===== src/rtl/wav_pwm_out.sv =====
// Output stage of the WAV player: buffers 8-bit PCM samples in a FIFO, releases
// one per DIV clocks and renders it as 8-bit PWM with amplifier enable and underrun report.
module wav_pwm_out #(
    parameter int DIV       = 12500,
    parameter int DEPTH     = 16,
    parameter int PRIME_LVL = 8
) (
    input  logic                     CLK,
    input  logic                     RST,
    input  logic                     enable,
    input  logic [7:0]               s_data,
    input  logic                     s_valid,
    output logic                     s_ready,
    output logic                     audio_out,
    output logic                     audio_sd,
    output logic                     underrun,
    output logic [7:0]               underrun_cnt,
    output logic [$clog2(DEPTH):0]   fifo_level
);
    localparam int PW = $clog2(DEPTH);
    localparam int TW = $clog2(DIV);

    localparam logic [1:0]    ST_IDLE   = 2'd0;
    localparam logic [1:0]    ST_PRIME  = 2'd1;
    localparam logic [1:0]    ST_RUN    = 2'd2;
    localparam logic [TW-1:0] TICK_LAST = TW'(DIV - 1);
    localparam logic [PW:0]   LVL_FULL  = (PW + 1)'(DEPTH);
    localparam logic [PW:0]   LVL_PRIME = (PW + 1)'(PRIME_LVL);
    localparam logic [7:0]    SILENCE   = 8'h80;

    logic [1:0]    state_q, state_d;
    logic [PW-1:0] wr_ptr_q, wr_ptr_d, rd_ptr_q, rd_ptr_d;
    logic [PW:0]   level_q, level_d;
    logic [TW-1:0] tick_q, tick_d;
    logic [7:0]    pwm_q, pwm_d;
    logic [7:0]    duty_cur_q, duty_cur_d, duty_next_q, duty_next_d;
    logic [7:0]    ucnt_q, ucnt_d;
    logic          audio_q, audio_d, sd_q, sd_d, underrun_q, underrun_d;
    logic [7:0]    mem_q [DEPTH];

    logic full_s, empty_s, ready_s, push_s, pop_s, tick_s;
    logic enter_s, run_s, stop_s, starve_s;

    assign full_s   = (level_q == LVL_FULL);
    assign empty_s  = (level_q == {(PW + 1){1'b0}});
    assign ready_s  = (state_q != ST_IDLE) && !full_s;
    assign push_s   = s_valid && ready_s;
    assign tick_s   = (tick_q == TICK_LAST);
    assign enter_s  = (state_q == ST_PRIME) && enable && (level_q >= LVL_PRIME);
    assign run_s    = (state_q == ST_RUN) && enable;
    assign stop_s   = (state_q != ST_IDLE) && !enable;
    assign starve_s = run_s && tick_s && empty_s;
    assign pop_s    = enter_s || (run_s && tick_s && !empty_s);

    // Playback state machine: enable starts priming, dropping it returns to idle at once.
    always_comb begin
        state_d = state_q;
        case (state_q)
            ST_IDLE:  if (enable) state_d = ST_PRIME; else state_d = ST_IDLE;
            ST_PRIME: if (!enable) state_d = ST_IDLE;
                      else if (level_q >= LVL_PRIME) state_d = ST_RUN;
                      else state_d = ST_PRIME;
            ST_RUN:   if (!enable) state_d = ST_IDLE; else state_d = ST_RUN;
            default:  state_d = ST_IDLE;
        endcase
    end

    // FIFO pointers and occupancy; a stop flushes everything held.
    always_comb begin
        wr_ptr_d = wr_ptr_q;
        rd_ptr_d = rd_ptr_q;
        level_d  = level_q;
        if (stop_s) begin
            wr_ptr_d = {PW{1'b0}};
            rd_ptr_d = {PW{1'b0}};
            level_d  = {(PW + 1){1'b0}};
        end else begin
            if (push_s) wr_ptr_d = wr_ptr_q + 1'b1; else wr_ptr_d = wr_ptr_q;
            if (pop_s)  rd_ptr_d = rd_ptr_q + 1'b1; else rd_ptr_d = rd_ptr_q;
            if (push_s && !pop_s)      level_d = level_q + 1'b1;
            else if (!push_s && pop_s) level_d = level_q - 1'b1;
            else                       level_d = level_q;
        end
    end

    // Sample clock, PWM counter and duty pipeline; duty_cur only moves at a PWM wrap.
    always_comb begin
        tick_d      = tick_q;
        pwm_d       = pwm_q;
        duty_cur_d  = duty_cur_q;
        duty_next_d = duty_next_q;
        ucnt_d      = ucnt_q;
        if (enter_s) begin
            tick_d      = {TW{1'b0}};
            pwm_d       = 8'h00;
            duty_cur_d  = SILENCE;
            duty_next_d = mem_q[rd_ptr_q];
            ucnt_d      = 8'h00;
        end else if (run_s) begin
            if (tick_s) tick_d = {TW{1'b0}}; else tick_d = tick_q + 1'b1;
            pwm_d = pwm_q + 1'b1;
            if (pwm_q == 8'hFF) duty_cur_d = duty_next_q; else duty_cur_d = duty_cur_q;
            if (tick_s && empty_s) begin
                duty_next_d = SILENCE;
                if (ucnt_q != 8'hFF) ucnt_d = ucnt_q + 1'b1; else ucnt_d = ucnt_q;
            end else if (tick_s) begin
                duty_next_d = mem_q[rd_ptr_q];
            end else begin
                duty_next_d = duty_next_q;
            end
        end else begin
            tick_d = {TW{1'b0}};
            pwm_d  = 8'h00;
        end
    end

    // Registered outputs; quiet on the same edge that leaves RUN.
    always_comb begin
        audio_d    = run_s && (pwm_q < duty_cur_q);
        sd_d       = (state_d == ST_RUN);
        underrun_d = starve_s;
    end

    // Control and datapath registers with synchronous reset.
    always_ff @(posedge CLK) begin
        if (RST) begin
            state_q     <= ST_IDLE;
            wr_ptr_q    <= {PW{1'b0}};
            rd_ptr_q    <= {PW{1'b0}};
            level_q     <= {(PW + 1){1'b0}};
            tick_q      <= {TW{1'b0}};
            pwm_q       <= 8'h00;
            duty_cur_q  <= SILENCE;
            duty_next_q <= SILENCE;
            ucnt_q      <= 8'h00;
            audio_q     <= 1'b0;
            sd_q        <= 1'b0;
            underrun_q  <= 1'b0;
        end else begin
            state_q     <= state_d;
            wr_ptr_q    <= wr_ptr_d;
            rd_ptr_q    <= rd_ptr_d;
            level_q     <= level_d;
            tick_q      <= tick_d;
            pwm_q       <= pwm_d;
            duty_cur_q  <= duty_cur_d;
            duty_next_q <= duty_next_d;
            ucnt_q      <= ucnt_d;
            audio_q     <= audio_d;
            sd_q        <= sd_d;
            underrun_q  <= underrun_d;
        end
    end

    // Sample storage; contents are meaningless once the pointers are reset.
    always_ff @(posedge CLK) begin
        if (push_s && !RST) mem_q[wr_ptr_q] <= s_data;
    end

    assign s_ready      = ready_s;
    assign audio_out    = audio_q;
    assign audio_sd     = sd_q;
    assign underrun     = underrun_q;
    assign underrun_cnt = ucnt_q;
    assign fifo_level   = level_q;
endmodule


===== config.mk =====
export PLATFORM = sky130hd
export DESIGN_NAME = wav_pwm_out
export DESIGN_NICKNAME = d
export VERILOG_FILES = /design/src/rtl/wav_pwm_out.sv
export SDC_FILE = /design/constraint.sdc
export NUM_CORES = 1
export LEC_CHECK = 0
export ABC_AREA = 1
export CAP_MARGIN = 20
export CORE_MARGIN = 2
export CORE_UTILIZATION = 30
export DETAILED_ROUTE_END_ITERATION = 8
export PLACE_DENSITY = 0.51
export SYNTH_ARGS = -nofsm -noshare
export SYNTH_HDL_FRONTEND = slang
export SYNTH_SLANG_ARGS = --single-unit

===== constraint.sdc =====
create_clock -name CLK -period 2.97 [get_ports CLK]
set_input_delay 0.891 -clock CLK [delete_from_list [all_inputs] [get_ports CLK]]
set_output_delay 0.891 -clock CLK [all_outputs]
set_load 0.01 [all_outputs]

== After elaboration in Yosys (flattened, before gate mapping) ==
Memory sizes are Yosys's and may differ from the RTL's. A register that Yosys moved wholly into a read port is not among the register bits.
Index checks and enable logic that the tools add are counted.
Storage, ports and cells
  memory bits (read-only): 0
  input port bits: 12
  memories: 1
  output and inout port bits: 17
  logic and storage cells: 79
  bits in latches: 0
  bits in registers: 64
  memory bits (writable): 128
Memory list
  mem_q: words 16, width 8, rd ports 1, clocked after memory_dff 1, write ports 1, line 39  | logic [7:0] mem_q [DEPTH];
Operators by class
  mux-type cells: 15
  bitwise operators: 1
  reductions and logical operators: 34
  add/sub/neg operators: 7
  shift operators: 0
  $mul: 0
  divide/modulo/power cells: 0
  equal/unequal tests: 7
  magnitude comparators: 2
Operators by type and width (count)
  two-way mux 8 bit: 4
  adder 8 x 1 -> 8 bit (second input constant): 2
  adder 14 x 1 -> 14 bit (second input constant): 1
  == test 14 bit (second input constant): 1
  logical AND 1 bit: 14
  two-way mux 5 bit: 2
  adder 4 x 1 -> 4 bit (second input constant): 2
  == test 8 bit (second input constant): 1
  < comparator 8 bit: 1
  two-way mux 4 bit: 2
  inequality test 8 bit (second input constant): 1
  logical NOT 1 bit: 6
  two-way mux 2 bit: 3
  case mux 2 bit (3 select lines): 1
  nonzero test 2 bit: 3
  adder 5 x 1 -> 5 bit (second input constant): 1
  == test 5 bit (second input constant): 1
  >= comparator 5 x 4 -> 1 bit (second input constant): 1
  logical NOT 5 bit: 1
  subtractor 5 x 1 -> 5 bit (second input constant): 1
  == test 2 bit (second input constant): 2
  AND reduction 2 bit: 2
  OR reduction 2 bit: 2
  OR reduction 4 bit: 1
  8 further kinds: 10

== Depth between registers and ports, before layout ==
  word-level depth: 8
  depth in mapped cells: 18
  gate-level depth less buffers: 18

== Worst setup path before layout ==
OpenSTA, ideal clock, no wires.
  kind: input port to flip-flop
  from: input enable
  to: register level_q[4], in the netlist fifo_level[4]
  required time: 2.857 ns
  cell stages on the path: 14
  setup time: 0.113 ns
  data arrival time: 2.516 ns
  path buffers: 0
  setup slack: 0.341 ns
  path through: nand3_4 > inv_1 > nand3_2 > nand2_2 > inv_1 > ha_1 > inv_1 > ha_1 > a21oi_1 > nand2_1 > a21oi_1 > o21ai_0 > nor2_1 > nor2_1
On the way
  cells in the longest elaborated chain, start to end: 7
  elaborated cells between the ends (all ways): 14
  classes of those cells: mux (1); reduce/logical (13)
RTL lines
  start, declared: line 10  | input logic enable,
  logical AND 1 bit: line 50  | assign run_s = (state_q == ST_RUN) && enable;
  logical AND 1 bit (2 in series): line 53  | assign pop_s = enter_s || (run_s && tick_s && !empty_s);
  logical OR 1 bit: line 53
  logical NOT 1 bit: line 80  | if (push_s && !pop_s) level_d = level_q + 1'b1;
  logical AND 1 bit: line 80
  two-way mux 5 bit or nonzero test 2 bit (tied branches)
  end signal, assigned: line 130  | level_q <= {(PW + 1){1'b0}};
  end signal, assigned: line 143  | level_q <= level_d;
  end, declared: line 33  | logic [PW:0] level_q, level_d;
Parallel ways exist; a longest one is shown, timed or not.
A chain may end at the register's enable or synchronous reset.

== Worst setup path in the final report ==
Ends and elaborated chain as after synthesis.

==> summary.txt <==
chip width: 174.8 um
port buffer count: 28
cell area after technology mapping: 8752 sq um
detailed-router iteration count before antenna repair: 5
flip-flop cell with the highest count after synthesis: edfxtp_1
number of primary I/O pins: 29
met1 track utilization from global routing: 0.1894
DP Wirelength: 13250 um
maximum number of pins on one net before global-route repair: 65
dominant cell by count in the synthesized netlist: nand2_1
global routing usage summed across all routing layers: 0.1409
shortest clock period the worst path allows after layout: 2.657 ns
source-to-sink clock delay at the later pin of the worst-skew pair: 0.43 ns
biggest cell delay along the critical path: 0.53 ns
initial core utilization: 0.3049
initial antenna violation count: 0
vias after detailed routing: 6260
Slew @ Worst Pin: 0.7607 ns
Max transition margin: 0.4929
total congestion overflow: 0
fraction of final layout cells with drive strength greater than 1: 0.09366
TritonCTS clock tree: yes
die boundary height: 174.8 um
area share of the largest cell type after synthesis: 0.4392
setup repair after global routing missed its margin: no
quantity of gates resized following cts: 0
Total Nets Final: 1045
Synthesis Warnings: 0
number of unique standard cell types used by synthesis: 35
vias in the first global route: 6229
met3 track demand over resource in global routing: 0.02393
Via-to-Cell Ratio: 4.443
count of fill cells added during filler insertion: 2957
worst r2r path cells: 16
Die Outline Area: 30560 sq um
cell count after synthesis: 951
hold_ws: 0.4566 ns
top post-synthesis cells by count: nand2_1, inv_1, nand3_1
static leakage: 4.043 nW
critical path cell sequence: clkdlybuf4s50_1, inv_1, nor2_1, nand2_1, nand2_2, inv_1, ha_1, inv_1, ha_1, a21oi_1, nand2_1, a21oi_1, o21ai_0, nor2_1, nor2_1
portion of the clock cycle consumed by the worst path in the final layout: 0.8946
leading cell types by total area after synthesis: edfxtp_1, dfxtp_1, nand2_1
most utilized layer in the global route result: met2
fraction of the core area covered by cells at the end of the flow: 0.3569
# H-tree levels: 4
number of antenna repair diodes: 0
placeable core region: 28700 sq um
outcome: finished, final reports clean
final count of hold timing violations: 0
Worst Setup Path Type: input pin to register
Startpoint Class: input pin
slowest stage cell, crit path: clkdlybuf4s50_1
endpoint required time on the critical path: 3.31 ns
met2 Track Usage GR: 0.2297
setup bufs post-CTS: 0
average wire per cell in the routed design: 14.33 um
classification of the worst-slack hold path: register to register
area grow syn2layout: 17.04%
total of endpoints with negative setup slack in the final report: 0
global-route wire length before repair: 33600 um
ys async rst share: 0
reported max-cap violation count: 0
synthesized net count: 983
total power density per cell area: 521.1 nW/um^2
cell count of the worst hold path: 1
CTS Root Buffer Type: clkbuf_16
sequential cell area fraction in the yosys report: 0.5947
number of buffer and inverter instances along the worst setup path: 4
total clock buffers created by CTS: 17
Achievable Freq: 376.4 MHz
area leader, netlist: edfxtp_1
WL final: 20190 um
number of nets with antenna violations after routing: 0
Max rail drop VDD: 0.3937 mV
count of flip-flops with a built-in enable after synthesis: 128
Layout Skew: 0.007791 ns
clock edge transition at the registers on the reported setup and hold paths: 0.07 ns
clock sink count: 196
count of unresolved DRC violations after routing: 0
number of synthesized register bits: 196
area occupied by registers: 5206 sq um
post-synthesis average cell area: 9.203 sq um
Final Slew Violations: 0
family with the most delay on the worst path: buffers and inverters
number of DRC violations after detailed-routing iteration 0: 375
deepest clock path buffer count: 2
crit path DAT: 2.99 ns
critical path fanouts, max: 6
Stages on worst setup path: 15
num rows: 62
Placer Congestion: 0.7419
hold buffers post-CTS: 0
area of combinational cells with multiple inputs: 2861 sq um
sort of element at the end of the critical path: register
-- cells in the final DEF (no fill, tap or decap), types with 2 or more instances in the layout --
cell / synthesis / routed
nor3_2: 2 / 2
nand4_1: 8 / 8
nand2_1: 214 / 214
ha_1: 19 / 19
xnor2_1: 5 / 5
nand3_2: 2 / 2
dfxtp_1: 68 / 67
edfxtp_1: 128 / 128
clkinv_2: 0 / 2
nor3_1: 11 / 11
inv_1: 144 / 144
clkbuf_1: 11 / 2
a21oi_1: 46 / 46
nor2_2: 3 / 3
clkinvlp_4: 0 / 5
inv_2: 4 / 4
clkdlybuf4s50_1: 0 / 28
xor2_1: 12 / 12
nand4_2: 2 / 2
nand2_2: 5 / 5
nor2_1: 80 / 80
inv_6: 0 / 2
o21ai_0: 29 / 29
clkinv_1: 1 / 2
buf_4: 0 / 42
nand3_1: 129 / 129
clkbuf_16: 0 / 17
nor2_4: 2 / 2
-- state kept, by name (all words and copies together) (netlist names), 2 cells and up, named ones only --
| signal | flops |
|---|---|
| mem_q | 128 |
| tick_q | 14 |
| duty_cur_q | 8 |
| duty_next_q | 8 |
| pwm_q | 8 |
| underrun_cnt | 8 |
| fifo_level | 5 |
| rd_ptr_q | 4 |
| wr_ptr_q | 4 |
| state_q | 2 |
-- area by class of cell --
type | count | area share
clock inverter | 12 | 0.01050
tap | 384 | 0.04690
inverter | 149 | 0.05460
timing repair buffer | 70 | 0.05814
clock buffer | 19 | 0.04226
multi-input combinational | 579 | 0.2793
sequential | 196 | 0.5082
-- final timing paths --
path | start | endpoint | slack [ns]
hold / removal | tick_q[0]$_SDFF_PP0_ | tick_q[0]$_SDFF_PP0_ | 0.46
setup / recovery | enable | fifo_level[4]$_SDFFE_PP0P_ | 0.31
hold reg to reg | tick_q[0]$_SDFF_PP0_ | tick_q[0]$_SDFF_PP0_ | 0.46
setup reg to reg | tick_q[0]$_SDFF_PP0_ | fifo_level[4]$_SDFFE_PP0P_ | 0.44
-- metal layers --
| metal | vias to the layer above | part of all wire |
|---|---|---|
| li1 | 3229 | - |
| met1 | 2928 | 0.49 |
| met2 | 80 | 0.47 |
| met3 | 23 | 0.027 |
| met4 | 0 | 0.019 |
| met5 | - | 0 |
-- report_power, final --
group | total [mW] | internal (mW) | switching, mW
Combinational | 0.242 | 0.0903 | 0.151
Clock | 2.17 | 1.15 | 1.02
Sequential | 2.93 | 2.91 | 0.0161
Total | 5.34 | 4.15 | 1.18
-- stage by stage --
stage               worst slack, ns  cells  area (sq um)  setup TNS, ns  total power [mW]
detailed placement          -0.1575   1378          9703        -0.2952             3.234
floorplan                    0.3409    951          8752              0             3.107
global route                0.07401   1409         10240              0             5.536
global placement            -0.1479   1378          9703        -0.2706             3.233
finish                       0.3130   1409         10240              0             5.338
CTS                          0.2950   1409         10240              0             5.400
-- cells by family (layout without fill, tap and decap cells) --
| logic type | after synthesis | in the layout | share of synthesized area |
|---|---|---|---|
| adder cells (fa/ha/maj) | 20 | 20 | 0.02945 |
| XOR/XNOR | 17 | 17 | 0.01701 |
| buffers and inverters | 176 | 250 | 0.07834 |
| AND/OR/NAND/NOR | 466 | 466 | 0.2366 |
| AO/OA/AOI/OAI | 76 | 76 | 0.04389 |
| flip-flops | 196 | 196 | 0.5947 |
Power figures use the tool's default switching activity.
